### src/rtl/vga_timing_pkg.sv
// ============================================================================
// Module      : vga_timing_pkg
// Description : Default 640x480@60 timing constants and a shared window test
//               used by the timing generator and the display-side modules.
// Revision    : 1.0 - initial release
// ============================================================================
`default_nettype none

package vga_timing_pkg;

    localparam int c_CNT_W     = 10;

    localparam int c_H_VISIBLE = 640;
    localparam int c_H_FP      = 16;
    localparam int c_H_SYNC    = 96;
    localparam int c_H_BP      = 48;
    localparam int c_H_TOTAL   = c_H_VISIBLE + c_H_FP + c_H_SYNC + c_H_BP;

    localparam int c_V_VISIBLE = 480;
    localparam int c_V_FP      = 10;
    localparam int c_V_SYNC    = 2;
    localparam int c_V_BP      = 33;
    localparam int c_V_TOTAL   = c_V_VISIBLE + c_V_FP + c_V_SYNC + c_V_BP;

    // True when lo <= v < lo+len.
    function automatic logic in_window(input logic [c_CNT_W-1:0] v,
                                       input int                  lo,
                                       input int                  len);
        return (int'(v) >= lo) && (int'(v) < lo + len);
    endfunction

endpackage

`default_nettype wire

### src/rtl/clk_en_div.sv
// ============================================================================
// Module      : clk_en_div
// Description : Free-running 0..DIV-1 divider producing a clock-enable tick
//               on the last count; synchronous clear.
// Revision    : 1.0 - initial release
// ============================================================================
`default_nettype none

module clk_en_div #(
    parameter int DIV = 4
) (
    input  logic clk,
    input  logic rst_n,
    input  logic clr,
    output logic tick
);

    localparam logic [3:0] c_LAST = 4'(DIV - 1);

    logic [3:0] r_cnt;

    always_ff @(posedge clk or negedge rst_n) begin
        if (!rst_n) begin
            r_cnt <= '0;
        end else if (clr || (r_cnt == c_LAST)) begin
            r_cnt <= '0;
        end else begin
            r_cnt <= r_cnt + 4'd1;
        end
    end

    assign tick = (r_cnt == c_LAST);

endmodule

`default_nettype wire

### src/rtl/vga_timing_gen.sv
// ============================================================================
// Module      : vga_timing_gen
// Description : VGA raster timing: pixel enable, x/y position, active-video
//               flag, active-low syncs and line/frame start pulses.
// Revision    : 1.0 - initial release
// ============================================================================
`default_nettype none

module vga_timing_gen
    import vga_timing_pkg::*;
#(
    parameter int CLK_DIV   = 4,
    parameter int H_VISIBLE = c_H_VISIBLE,
    parameter int H_FP      = c_H_FP,
    parameter int H_SYNC    = c_H_SYNC,
    parameter int H_BP      = c_H_BP,
    parameter int V_VISIBLE = c_V_VISIBLE,
    parameter int V_FP      = c_V_FP,
    parameter int V_SYNC    = c_V_SYNC,
    parameter int V_BP      = c_V_BP
) (
    input  logic               clk,
    input  logic               rst_n,
    input  logic               en,
    output logic               pixel_tick,
    output logic [c_CNT_W-1:0] pixel_x,
    output logic [c_CNT_W-1:0] pixel_y,
    output logic               video_on,
    output logic               hsync,
    output logic               vsync,
    output logic               line_start,
    output logic               frame_start
);

    localparam logic [c_CNT_W-1:0] c_H_LAST = c_CNT_W'(H_VISIBLE + H_FP + H_SYNC + H_BP - 1);
    localparam logic [c_CNT_W-1:0] c_V_LAST = c_CNT_W'(V_VISIBLE + V_FP + V_SYNC + V_BP - 1);

    logic               w_tick;
    logic               w_h_wrap;
    logic [c_CNT_W-1:0] w_h_next;
    logic [c_CNT_W-1:0] w_v_next;
    logic [c_CNT_W-1:0] r_h_cnt;
    logic [c_CNT_W-1:0] r_v_cnt;

    clk_en_div #(
        .DIV   (CLK_DIV)
    ) u_div (
        .clk   (clk),
        .rst_n (rst_n),
        .clr   (!en),
        .tick  (w_tick)
    );

    always_comb begin
        w_h_wrap = (r_h_cnt == c_H_LAST);
        w_h_next = w_h_wrap ? '0 : r_h_cnt + 1'b1;
        w_v_next = r_v_cnt;
        if (w_h_wrap) begin
            w_v_next = (r_v_cnt == c_V_LAST) ? '0 : r_v_cnt + 1'b1;
        end
    end

    // Decode from the next counter values so every output changes on the same
    // clk as the position it describes; pulses last a single clk.
    always_ff @(posedge clk or negedge rst_n) begin
        if (!rst_n) begin
            r_h_cnt     <= '0;
            r_v_cnt     <= '0;
            pixel_tick  <= 1'b0;
            video_on    <= 1'b0;
            hsync       <= 1'b1;
            vsync       <= 1'b1;
            line_start  <= 1'b0;
            frame_start <= 1'b0;
        end else if (!en) begin
            r_h_cnt     <= '0;
            r_v_cnt     <= '0;
            pixel_tick  <= 1'b0;
            video_on    <= 1'b0;
            hsync       <= 1'b1;
            vsync       <= 1'b1;
            line_start  <= 1'b0;
            frame_start <= 1'b0;
        end else begin
            pixel_tick  <= w_tick;
            line_start  <= 1'b0;
            frame_start <= 1'b0;
            if (w_tick) begin
                r_h_cnt     <= w_h_next;
                r_v_cnt     <= w_v_next;
                video_on    <= in_window(w_h_next, 0, H_VISIBLE) &&
                               in_window(w_v_next, 0, V_VISIBLE);
                hsync       <= !in_window(w_h_next, H_VISIBLE + H_FP, H_SYNC);
                vsync       <= !in_window(w_v_next, V_VISIBLE + V_FP, V_SYNC);
                line_start  <= (w_h_next == '0);
                frame_start <= (w_h_next == '0) && (w_v_next == '0);
            end
        end
    end

    assign pixel_x = r_h_cnt;
    assign pixel_y = r_v_cnt;

endmodule

`default_nettype wire

### config.mk
export PLATFORM = sky130hd
export DESIGN_NAME = vga_timing_gen
export DESIGN_NICKNAME = d
export VERILOG_FILES = /design/src/rtl/vga_timing_pkg.sv /design/src/rtl/clk_en_div.sv /design/src/rtl/vga_timing_gen.sv
export SDC_FILE = /design/constraint.sdc
export NUM_CORES = 1
export LEC_CHECK = 0
export CAP_MARGIN = 30
export CORE_MARGIN = 3
export CORE_UTILIZATION = 59
export DETAILED_ROUTE_END_ITERATION = 12
export GPL_TIMING_DRIVEN = 1
export PLACE_DENSITY = 0.85
export SLEW_MARGIN = 20
export SYNTH_ARGS = -nofsm -noshare
export SYNTH_HDL_FRONTEND = slang
export SYNTH_HIERARCHICAL = 1
export SYNTH_SLANG_ARGS = --single-unit
### constraint.sdc
create_clock -name clk -period 5.6 [get_ports clk]
set_input_delay 1.68 -clock clk [delete_from_list [all_inputs] [get_ports clk]]
set_output_delay 1.68 -clock clk [all_outputs]
set_load 0.05 [all_outputs]
==> flow_summary.toml <==
[yosys]
synth_flop_cell = "dfrtp_1"
netlist_area_sq_um = 2180
synth_largest_area_cell = "dfrtp_1"
synthesis.nets = 260
synth_compound_gate_area_share_pct = 17.9
synthCells = 253
yosys_warnings = 6
ys_async_sr_fraction_pct = 100
yosys-top-cells-area = "dfrtp_1, nor2_1, a21oi_1, clkbuf_8, nand2_1"
synth_mux_area_share_pct = 1.61
synth_top_family_by_area = "simple AND/OR/NAND/NOR gates"
synth_seq_cells = 30
synth_edf_count = 0
ys_types = 58
syn-mean-instance-area_sq_um = 8.60
seq_area_frac_synth_pct = 34.6
synthAdderAreaFrac_pct = 2.30
synthSimpleGateAreaFrac_pct = 27.3
synth_top_area_share_pct = 32.2
synthXorXnorAreaFrac_pct = 5.64

[critical_path]
end_kind = "output port"
path_max_fanout = 11
cp_slowest_cell = "clkdlybuf4s50_1"
worstPathRequired_ns = 3.92
path_class = "flip-flop to output port"
path_cells = "clkdlybuf4s50_1"
worstPathArrival_ns = 1.74
critPathBufInv = 1
start_kind = "flip-flop"
cp_top_family = "buffers and inverters"
critPathMaxStageDelay_ns = 0.88

[min_path]
min_path_type = "flip-flop to flip-flop"

[cts]
cts_tree = "yes"
clkTransAtPathRegs_ns = 0.06
ctsHtreeMaxLevel = 2
clock_latency_ns = 0.29
cts_setup_buffers = 0
cts_inserted_buffers = 5
cts_resized = 0
clock-root-buffer = "clkbuf_8"
cts.path.max_buffers = 2
cts.sinks = 30
hold_buffers = 0

[final_layout]
nNetsFinal = 272
drive_above_1_share_pct = 7.89
antenna_cells = 0
final_core_util_pct = 70.3
syn_to_final_growth_pct = 11.3
nFillCells = 254

[timing]
finalCritPeriodShare_pct = 61.2
skew_ns = 0.00385
fin_crit_ns = 3.42
setup-tns-final_ns = 0
layout_setup_ws_ns = 2.18
relSlewSlack_pct = 32.6
setup_viol_count_final = 0
maxSlewViolCount = 0
fmaxAchievable_mhz = 292
rsz0062_at_grt = "no"
hold_violations = 0
tightest_slew_ns = 0.997

[power_and_ir_drop]
switching_power_uw = 113
p_int_uw = 330
power.density_nw_per_um2 = 183
total_power_uw = 443
power.share.combinational_pct = 8.0
p_clk_share_pct = 41.4
p_leak_uw = 0.000915
p_seq_share_pct = 50.6
irDropWorstVdd_mv = 0.205
netSwitchingFraction_pct = 25.4

[global_routing]
grt_pass1_vias = 1744
overflow = 0
grt_start_max_net_pins = 31
grt_util_all_layers_pct = 23.7
grt_pass1_wl_microns = 8010
antenna_found_initial = 0

[place]
io_buffer_count = 28
dp_hpwl_microns = 3270
gp_congestion = 0.864
dp_worst_setup_slack_ns = 2.34

[die]
ios = 29
dieWidth_microns = 66.7
fp.dieH_microns = 66.7
core_area_sq_um = 3440
rows = 21
die-area_sq_um = 4450
start_util_pct = 63.2

[routing]
wl_microns = 4790
drcViolationCount = 0
via_per_inst = 6.21
ant_nets = 0
first_pass_iters = 5
routed-via-count = 1936
wl_per_cell_microns = 15.3
first_iter_violations = 134

[run_status]
status = "finished clean"

[flow_run]
maxCapViolations = 0
==> state kept, by name, indices dropped and copies added (netlist names) <==
name         count
pixel_x         10
pixel_y         10
u_div/r_cnt      4
frame_start      1
hsync            1
line_start       1
pixel_tick       1
video_on         1
vsync            1
==> final cells by class <==
class | instances | area [sq um] | area share (%)
multi-input combinational | 190 | 1190 | 49.1
clock inverter | 2 | 12.5 | 0.517
timing repair buffer | 30 | 295 | 12.2
inverter | 8 | 30.0 | 1.24
sequential | 30 | 753 | 31.1
clock buffer | 6 | 82.6 | 3.41
tap | 46 | 57.6 | 2.38
==> power by group through the flow <==
stage	registers (uW)	logic [uW]	clock network, uW
2_1_floorplan	234	15.0	0
3_3_place_gp	228	34.8	0
3_5_place_dp	228	35.6	0
4_1_cts	224	35.6	189
5_1_grt	225	39.2	196
6_report	224	35.4	183
==> worst paths after layout <==
kind / cells past startpoint / to / from / slack [ns]
worst max-delay path: 1 / pixel_x[6] / pixel_x[6] / 2.18
max in group asynchronous: 2 / hsync / rst_n / 3.50
worst max register to register: 6 / pixel_y[6] / pixel_x[1] / 2.61
min in group asynchronous: 2 / pixel_x[4] / rst_n / 1.78
worst min register to register: 1 / u_div/r_cnt[0] / u_div/r_cnt[0] / 0.50
worst min-delay path: 1 / u_div/r_cnt[0] / u_div/r_cnt[0] / 0.50
==> cell usage in the layout, fill, tap and decap left out, types with 2 or more instances in the layout <==
master           instances
a211o_1                  2
a21oi_1                 21
a22oi_1                  3
a31oi_1                  5
and3_1                   3
and4_1                   3
buf_4                    2
clkbuf_8                 6
clkdlybuf4s50_1         28
dfrtp_1                 28
dfstp_2                  2
ha_1                     4
inv_1                    7
mux2i_1                  2
nand2_1                 20
nand2b_1                 2
nand3_1                 12
nand3b_1                 3
nand4_1                  5
nand4b_1                 2
nor2_1                  31
nor2b_1                  4
nor3_1                   9
nor4_1                   3
nor4b_1                  2
o21ai_0                 10
o31ai_1                  2
or3_1                    3
or4_1                    2
xnor2_1                  6
xor2_1                   8
==> cell families (layout without fill, tap and decap cells) <==
| kind of cell | Yosys count | after routing |
|---|---|---|
| simple gates | 111 | 111 |
| compound gates | 58 | 58 |
| buf+inv | 33 | 46 |
| flops | 30 | 30 |
| xor+xnor | 14 | 14 |
| fa+ha+maj | 4 | 4 |
| mux | 3 | 3 |
==> routing by layer <==
metal  part of all wire, %  routed length, microns  global-route usage, %
met5                     0                       0                      0
met4                   2.0                      95                   11.4
met3                   6.1                     293                   5.73
met2                    44                    2120                   34.5
met1                    48                    2280                   32.8
==> through the flow <==
step	cell area (sq um)	hold slack, ns	instances
finish	2420	0.497	312
global route	2420	0.533	312
detailed placement	2330	0.492	304
global placement	2330	0.491	304
CTS	2420	0.501	312
floorplan	2180	0.458	253
==> Yosys cell counts (6+ instances only) <==
cell type / count
dfrtp_1: 28
nand3_1: 12
a21oi_1: 21
xor2_1: 8
inv_1: 7
o21ai_0: 10
xnor2_1: 6
nor2_1: 31
clkbuf_1: 8
clkbuf_8: 7
nor3_1: 9
nand2_1: 20
(Power assumes the default switching activity.)
